### src/rtl/seven_segment_scan_driver.sv
// Multiplexed seven-segment scan driver: one digit is lit at a time, with a dead cycle between digits.
// Optional macro SEG_LEADING_ZERO_BLANK_EN darkens leading zero digits above position 0.
module seven_segment_scan_driver #(
   parameter int NUM_DIGITS  = 4,
   parameter int REFRESH_DIV = 100000
) (
   input  logic                    clk,
   input  logic                    rst_n,
   input  logic [4*NUM_DIGITS-1:0] value,
   input  logic [NUM_DIGITS-1:0]   dp_in,
   input  logic [NUM_DIGITS-1:0]   digit_en,
   output logic [6:0]              seg,
   output logic                    dp,
   output logic [NUM_DIGITS-1:0]   an,
   output logic                    frame_tick
);

   localparam int PCNT_W = $clog2(REFRESH_DIV);
   localparam int IDX_W  = (NUM_DIGITS > 1) ? $clog2(NUM_DIGITS) : 1;
   localparam logic [PCNT_W-1:0] PCNT_LAST = PCNT_W'(REFRESH_DIV - 1);
   localparam logic [IDX_W-1:0]  IDX_LAST  = IDX_W'(NUM_DIGITS - 1);

   logic [PCNT_W-1:0]       pcnt_q, pcnt_d;
   logic [IDX_W-1:0]        idx_q, idx_d;
   logic [4*NUM_DIGITS-1:0] sh_value_q, sh_value_d;
   logic [NUM_DIGITS-1:0]   sh_dp_q, sh_dp_d;
   logic [NUM_DIGITS-1:0]   sh_en_q, sh_en_d;
   logic                    first_q;
   logic [6:0]              seg_q, seg_d;
   logic                    dp_q, dp_d;
   logic [NUM_DIGITS-1:0]   an_q, an_d;
   logic                    frame_tick_q, frame_tick_d;

   logic                    pcnt_wrap;
   logic                    frame_wrap;
   logic                    capture;
   logic [NUM_DIGITS-1:0]   lz_blank;
   logic [3:0]              nib;
   logic                    dark;
   logic                    dp_bit;

   function automatic logic [6:0] hex_to_seg(input logic [3:0] h);
      logic [6:0] s;
      case (h)
         4'h0:    s = 7'b1000000;
         4'h1:    s = 7'b1111001;
         4'h2:    s = 7'b0100100;
         4'h3:    s = 7'b0110000;
         4'h4:    s = 7'b0011001;
         4'h5:    s = 7'b0010010;
         4'h6:    s = 7'b0000010;
         4'h7:    s = 7'b1111000;
         4'h8:    s = 7'b0000000;
         4'h9:    s = 7'b0010000;
         4'hA:    s = 7'b0001000;
         4'hB:    s = 7'b0000011;
         4'hC:    s = 7'b1000110;
         4'hD:    s = 7'b0100001;
         4'hE:    s = 7'b0000110;
         default: s = 7'b0001110;
      endcase
      return s;
   endfunction

   // Scan counters and shadow capture; first_q forces a capture on the first edge out of reset.
   always_comb begin
      pcnt_wrap  = (pcnt_q == PCNT_LAST);
      frame_wrap = pcnt_wrap && (idx_q == IDX_LAST);
      capture    = frame_wrap || first_q;
      pcnt_d     = pcnt_wrap ? '0 : pcnt_q + 1'b1;
      idx_d      = idx_q;
      if (pcnt_wrap) begin
         idx_d = (idx_q == IDX_LAST) ? '0 : idx_q + 1'b1;
      end
      sh_value_d   = capture ? value    : sh_value_q;
      sh_dp_d      = capture ? dp_in    : sh_dp_q;
      sh_en_d      = capture ? digit_en : sh_en_q;
      frame_tick_d = frame_wrap;
   end

   always_comb begin
`ifdef SEG_LEADING_ZERO_BLANK_EN
      lz_blank = '0;
      for (int k = 1; k < NUM_DIGITS; k++) begin
         lz_blank[k] = ((sh_value_q >> (4 * k)) == '0) && ((sh_dp_q >> k) == '0);
      end
`else
      lz_blank = '0;
`endif
   end

   // Output decode from the current (pre-edge) scan state, registered for one cycle of latency.
   always_comb begin
      nib    = 4'h0;
      dark   = 1'b1;
      dp_bit = 1'b0;
      an_d   = '1;
      for (int k = 0; k < NUM_DIGITS; k++) begin
         if (idx_q == IDX_W'(k)) begin
            nib    = sh_value_q[4*k +: 4];
            dark   = (pcnt_q == '0) || !sh_en_q[k] || lz_blank[k];
            dp_bit = sh_dp_q[k];
            an_d[k] = dark;
         end
      end
      seg_d = dark ? 7'b1111111 : hex_to_seg(nib);
      dp_d  = dark ? 1'b1 : ~dp_bit;
   end

   always_ff @(posedge clk or negedge rst_n) begin
      if (!rst_n) begin
         pcnt_q       <= '0;
         idx_q        <= '0;
         sh_value_q   <= '0;
         sh_dp_q      <= '0;
         sh_en_q      <= '0;
         first_q      <= 1'b1;
         seg_q        <= 7'b1111111;
         dp_q         <= 1'b1;
         an_q         <= '1;
         frame_tick_q <= 1'b0;
      end else begin
         pcnt_q       <= pcnt_d;
         idx_q        <= idx_d;
         sh_value_q   <= sh_value_d;
         sh_dp_q      <= sh_dp_d;
         sh_en_q      <= sh_en_d;
         first_q      <= 1'b0;
         seg_q        <= seg_d;
         dp_q         <= dp_d;
         an_q         <= an_d;
         frame_tick_q <= frame_tick_d;
      end
   end

   assign seg        = seg_q;
   assign dp         = dp_q;
   assign an         = an_q;
   assign frame_tick = frame_tick_q;

endmodule

### config.mk
export PLATFORM = sky130hd
export DESIGN_NAME = seven_segment_scan_driver
export DESIGN_NICKNAME = d
export VERILOG_FILES = /design/src/rtl/seven_segment_scan_driver.sv
export SDC_FILE = /design/constraint.sdc
export NUM_CORES = 1
export LEC_CHECK = 0
export BUFFER_PORTS_ARGS = -buffer_cell sky130_fd_sc_hd__buf_2
export CAP_MARGIN = 5
export CELL_PAD_IN_SITES_DETAIL_PLACEMENT = 1
export CELL_PAD_IN_SITES_GLOBAL_PLACEMENT = 2
export CORE_MARGIN = 4
export CORE_UTILIZATION = 41
export CTS_CLUSTER_SIZE = 40
export DETAILED_ROUTE_END_ITERATION = 10
export PLACE_DENSITY = 0.89
export SYNTH_ARGS = -nofsm -noshare
export SYNTH_HDL_FRONTEND = slang
export SYNTH_SLANG_ARGS = --single-unit
### constraint.sdc
create_clock -name clk -period 6.9 [get_ports clk]
set_clock_uncertainty 0.1 [all_clocks]
set_input_delay 1.38 -clock clk [delete_from_list [all_inputs] [get_ports clk]]
set_output_delay 1.38 -clock clk [all_outputs]
set_load 0.02 [all_outputs]
==> impl_metrics.tcl <==
set metrics [dict create \
    status "completed" \
    antennaDiodeCount 0 \
    via_per_inst 5.30 \
    path_clk_slew_ns 0.07 \
    cpMostUsedCell "ha_1" \
    maxCapViolCount 0 \
    drive_gt1_frac 0.337 \
    htreeDepth 3 \
    worstSkewPairLatency_ns 0.34 \
    cts_resized 0 \
    hold_depth 1 \
    n_fill_cell 755 \
    path_buf_inv 1 \
    die_w_um 91.4 \
    whs_ns 0.371 \
    grt_pass1_wl_mm 10.2 \
    die_h_um 91.4 \
    dieArea_sq_um 8350 \
    path_cells "ha_1 -> nor2_1 -> a31oi_1 -> inv_1 -> ha_1 -> and2_1 -> a211oi_1 -> o21ai_0" \
    placedCellCount 352 \
    synth_area_leaders "dfrtp_1 (39%), dfstp_2 (12%), mux2_4 (11%), ha_1 (5.3%), nand2_1 (2.8%)" \
    cpPeakStageDelay_ns 0.57 \
    drc_errors 0 \
    cts-buffers-inserted 9 \
    seq_area_frac_synth 0.506 \
    post-route-period-util 0.412 \
    synth_nets 281 \
    grt_pass1_vias 2016 \
    cts_root_buffer "clkbuf_8" \
    rsz0062_at_grt "false" \
    rows 30 \
    synth.distinct_cells 46 \
    nets 321 \
    critPathCaptureType "flop" \
    hold_violations 0 \
    finalSetupViolations 0 \
    r2r_cells 8 \
    initial_core_util 0.422 \
    cp-start-kind "flop" \
    dr.pass1.iters 4 \
    routed_wl_mm 6.15 \
    r2r-start "idx_q[0]" \
    dpl.hpwl_mm 4.33 \
    synth_top_area_frac 0.386 \
    postRouteAntennaNets 0 \
    crit_required_ns 7.05 \
    worstMarginPinSlew_ns 1.02 \
    synthToLayoutAreaGrowth_pct 16.0 \
    totalNegativeSetupSlack_ns 0 \
    hold_end "an[3]" \
    max_freq_mhz 351 \
    coreArea_sq_um 6760 \
    yosysWarnings 0 \
    clkSinkCount 57 \
    syn-cell-area_sq_um 2850 \
    cts_tree "yes" \
    slew_viol_final 0 \
    cp_max_fo 16 \
    syn_inst 243 \
    p_per_area_nw_per_um2 244 \
    overflow 0 \
    min_from "sh_en_q[3]" \
    relSlewSlack 0.318 \
    grtUsageTotal 0.157 \
    vias 1950 \
    worst_path_max_delay_cell "ha_1" \
    ctsHoldBuffers 0 \
    syn_avg_cell_area_sq_um 11.7 \
    cpLargestDelayFamily "compound AO/OA/AOI/OAI gates" \
    drt-initial-drc-count 88 \
    r2r_end "seg[3]" \
    crit_arrival_ns 3.00 \
    num_io_pins 39 \
    path_class "flop to flop" \
    vdd_drop_max_uv 121 \
    period_needed_ns 2.85 \
    r2r_slack_ns 4.05 \
    antenna_found_initial 0 \
    gp_congestion 0.749 \
    yosys_register_bits 57 \
    portBuffers 38 \
    cts_max_path_buffers 2 \
    post_drt_wl_per_cell_um 16.7 \
    post_cts.repair.setup_buffers 0 \
    min_path_type "flop to flop" \
    power_leakage_nw 1.52 \
    grt_max_degree 58 \
    layout.cells.non_filler 368 \
    yosys.area.top_type "dfrtp_1" \
]
-- report_power, final --
| group | total, mW | internal (mW) | switching (mW) |
|---|---|---|---|
| clock | 0.339 | 0.201 | 0.137 |
| sequential | 0.373 | 0.362 | 0.0113 |
| combinational | 0.0938 | 0.0443 | 0.0495 |
-- logic make-up (layout without fill, tap and decap cells) --
group	count (synthesis)	after routing	synth area share
flops	57	57	0.506
buf+inv	21	66	0.0329
mux	26	26	0.128
fa+ha+maj	12	12	0.0527
other cells	1	1	0.00132
compound gates	28	28	0.0706
simple gates	83	83	0.162
xor+xnor	15	15	0.0461
-- per-layer routing --
| layer | GRT usage | vias up | share of wire |
|---|---|---|---|
| met2 | 0.235 | 35 | 0.47 |
| met5 | 0 | - | 0 |
| met1 | 0.212 | 988 | 0.46 |
| met4 | 0.0716 | 0 | 0.020 |
| met3 | 0.0398 | 8 | 0.043 |
| li1 | - | 919 | - |
-- placed cells by master, fill, tap and decap left out, drive strengths merged, types with 8 or more instances in the layout --
master	Yosys	routed
dfstp	13	13
nor2	16	16
xor2	8	8
clkbuf	8	10
dfrtp	44	44
nand3	10	10
inv	11	11
buf	2	39
mux2	24	24
nand2	21	21
ha	12	12
-- per-stage QoR --
stage | worst slack [ns] | utilization | cell area, sq um | power (mW)
2_1_floorplan | 4.52 | - | 2850 | 0.440
3_3_place_gp | 4.15 | 0.458 | 3100 | 0.470
3_5_place_dp | 4.12 | 0.458 | 3100 | 0.474
4_1_cts | 4.09 | 0.489 | 3310 | 0.817
5_1_grt | 3.79 | 0.489 | 3310 | 0.843
6_report | 4.05 | 0.489 | 3310 | 0.805
-- worst max path at each step --
stage / start / slack (ns) / depth (start not counted) / end
after floorplan: idx_q[0] / 4.52 / 10 / seg[3]
after global routing: idx_q[0] / 3.79 / 8 / seg[3]
after detailed placement: idx_q[0] / 4.12 / 8 / seg[3]
after global placement: idx_q[0] / 4.15 / 8 / seg[3]
final: idx_q[0] / 4.05 / 8 / seg[3]
after CTS: idx_q[0] / 4.09 / 8 / seg[3]
-- registers in the layout, indices dropped and copies added (netlist names) --
register and flops:
frame_tick 1, seg 7, sh_en_q 4, dp 1, an 4, first_q 1, idx_q 2, sh_value_q 16
pcnt_q 17, sh_dp_q 4
-- synthesized netlist by cell type, drive strengths merged --
cell,number
a311o,1
nor4,2
and3,2
xnor2,7
o21ai,7
or4,2
dfrtp,44
conb,1
a31oi,1
nand3b,4
nor2b,7
o22ai,1
or2,1
nor3b,2
or3,1
a211o,1
nor3,3
ha,12
o311ai,1
o211ai,1
dfstp,13
clkbuf,8
mux2,24
a22oi,1
xor2,8
a21oi,7
nand3,10
nand2b,1
o221ai,4
nand4b,1
nand2,21
inv,11
mux2i,2
nor2,16
and2,2
a311oi,1
and3b,1
a211oi,2
and2b,1
and4,1
buf,2
nand4,5
-- layout make-up --
class	count	area [sq um]	share of cell area
sequential	57	1440	0.436
multi-input combinational	165	1320	0.398
timing repair buffer	39	198	0.0598
clock buffer	10	128	0.0386
tap	80	100	0.0303
clock inverter	6	82.6	0.0250
inverter	11	41.3	0.0125
Note: power is estimated with default switching activity, not from simulation.
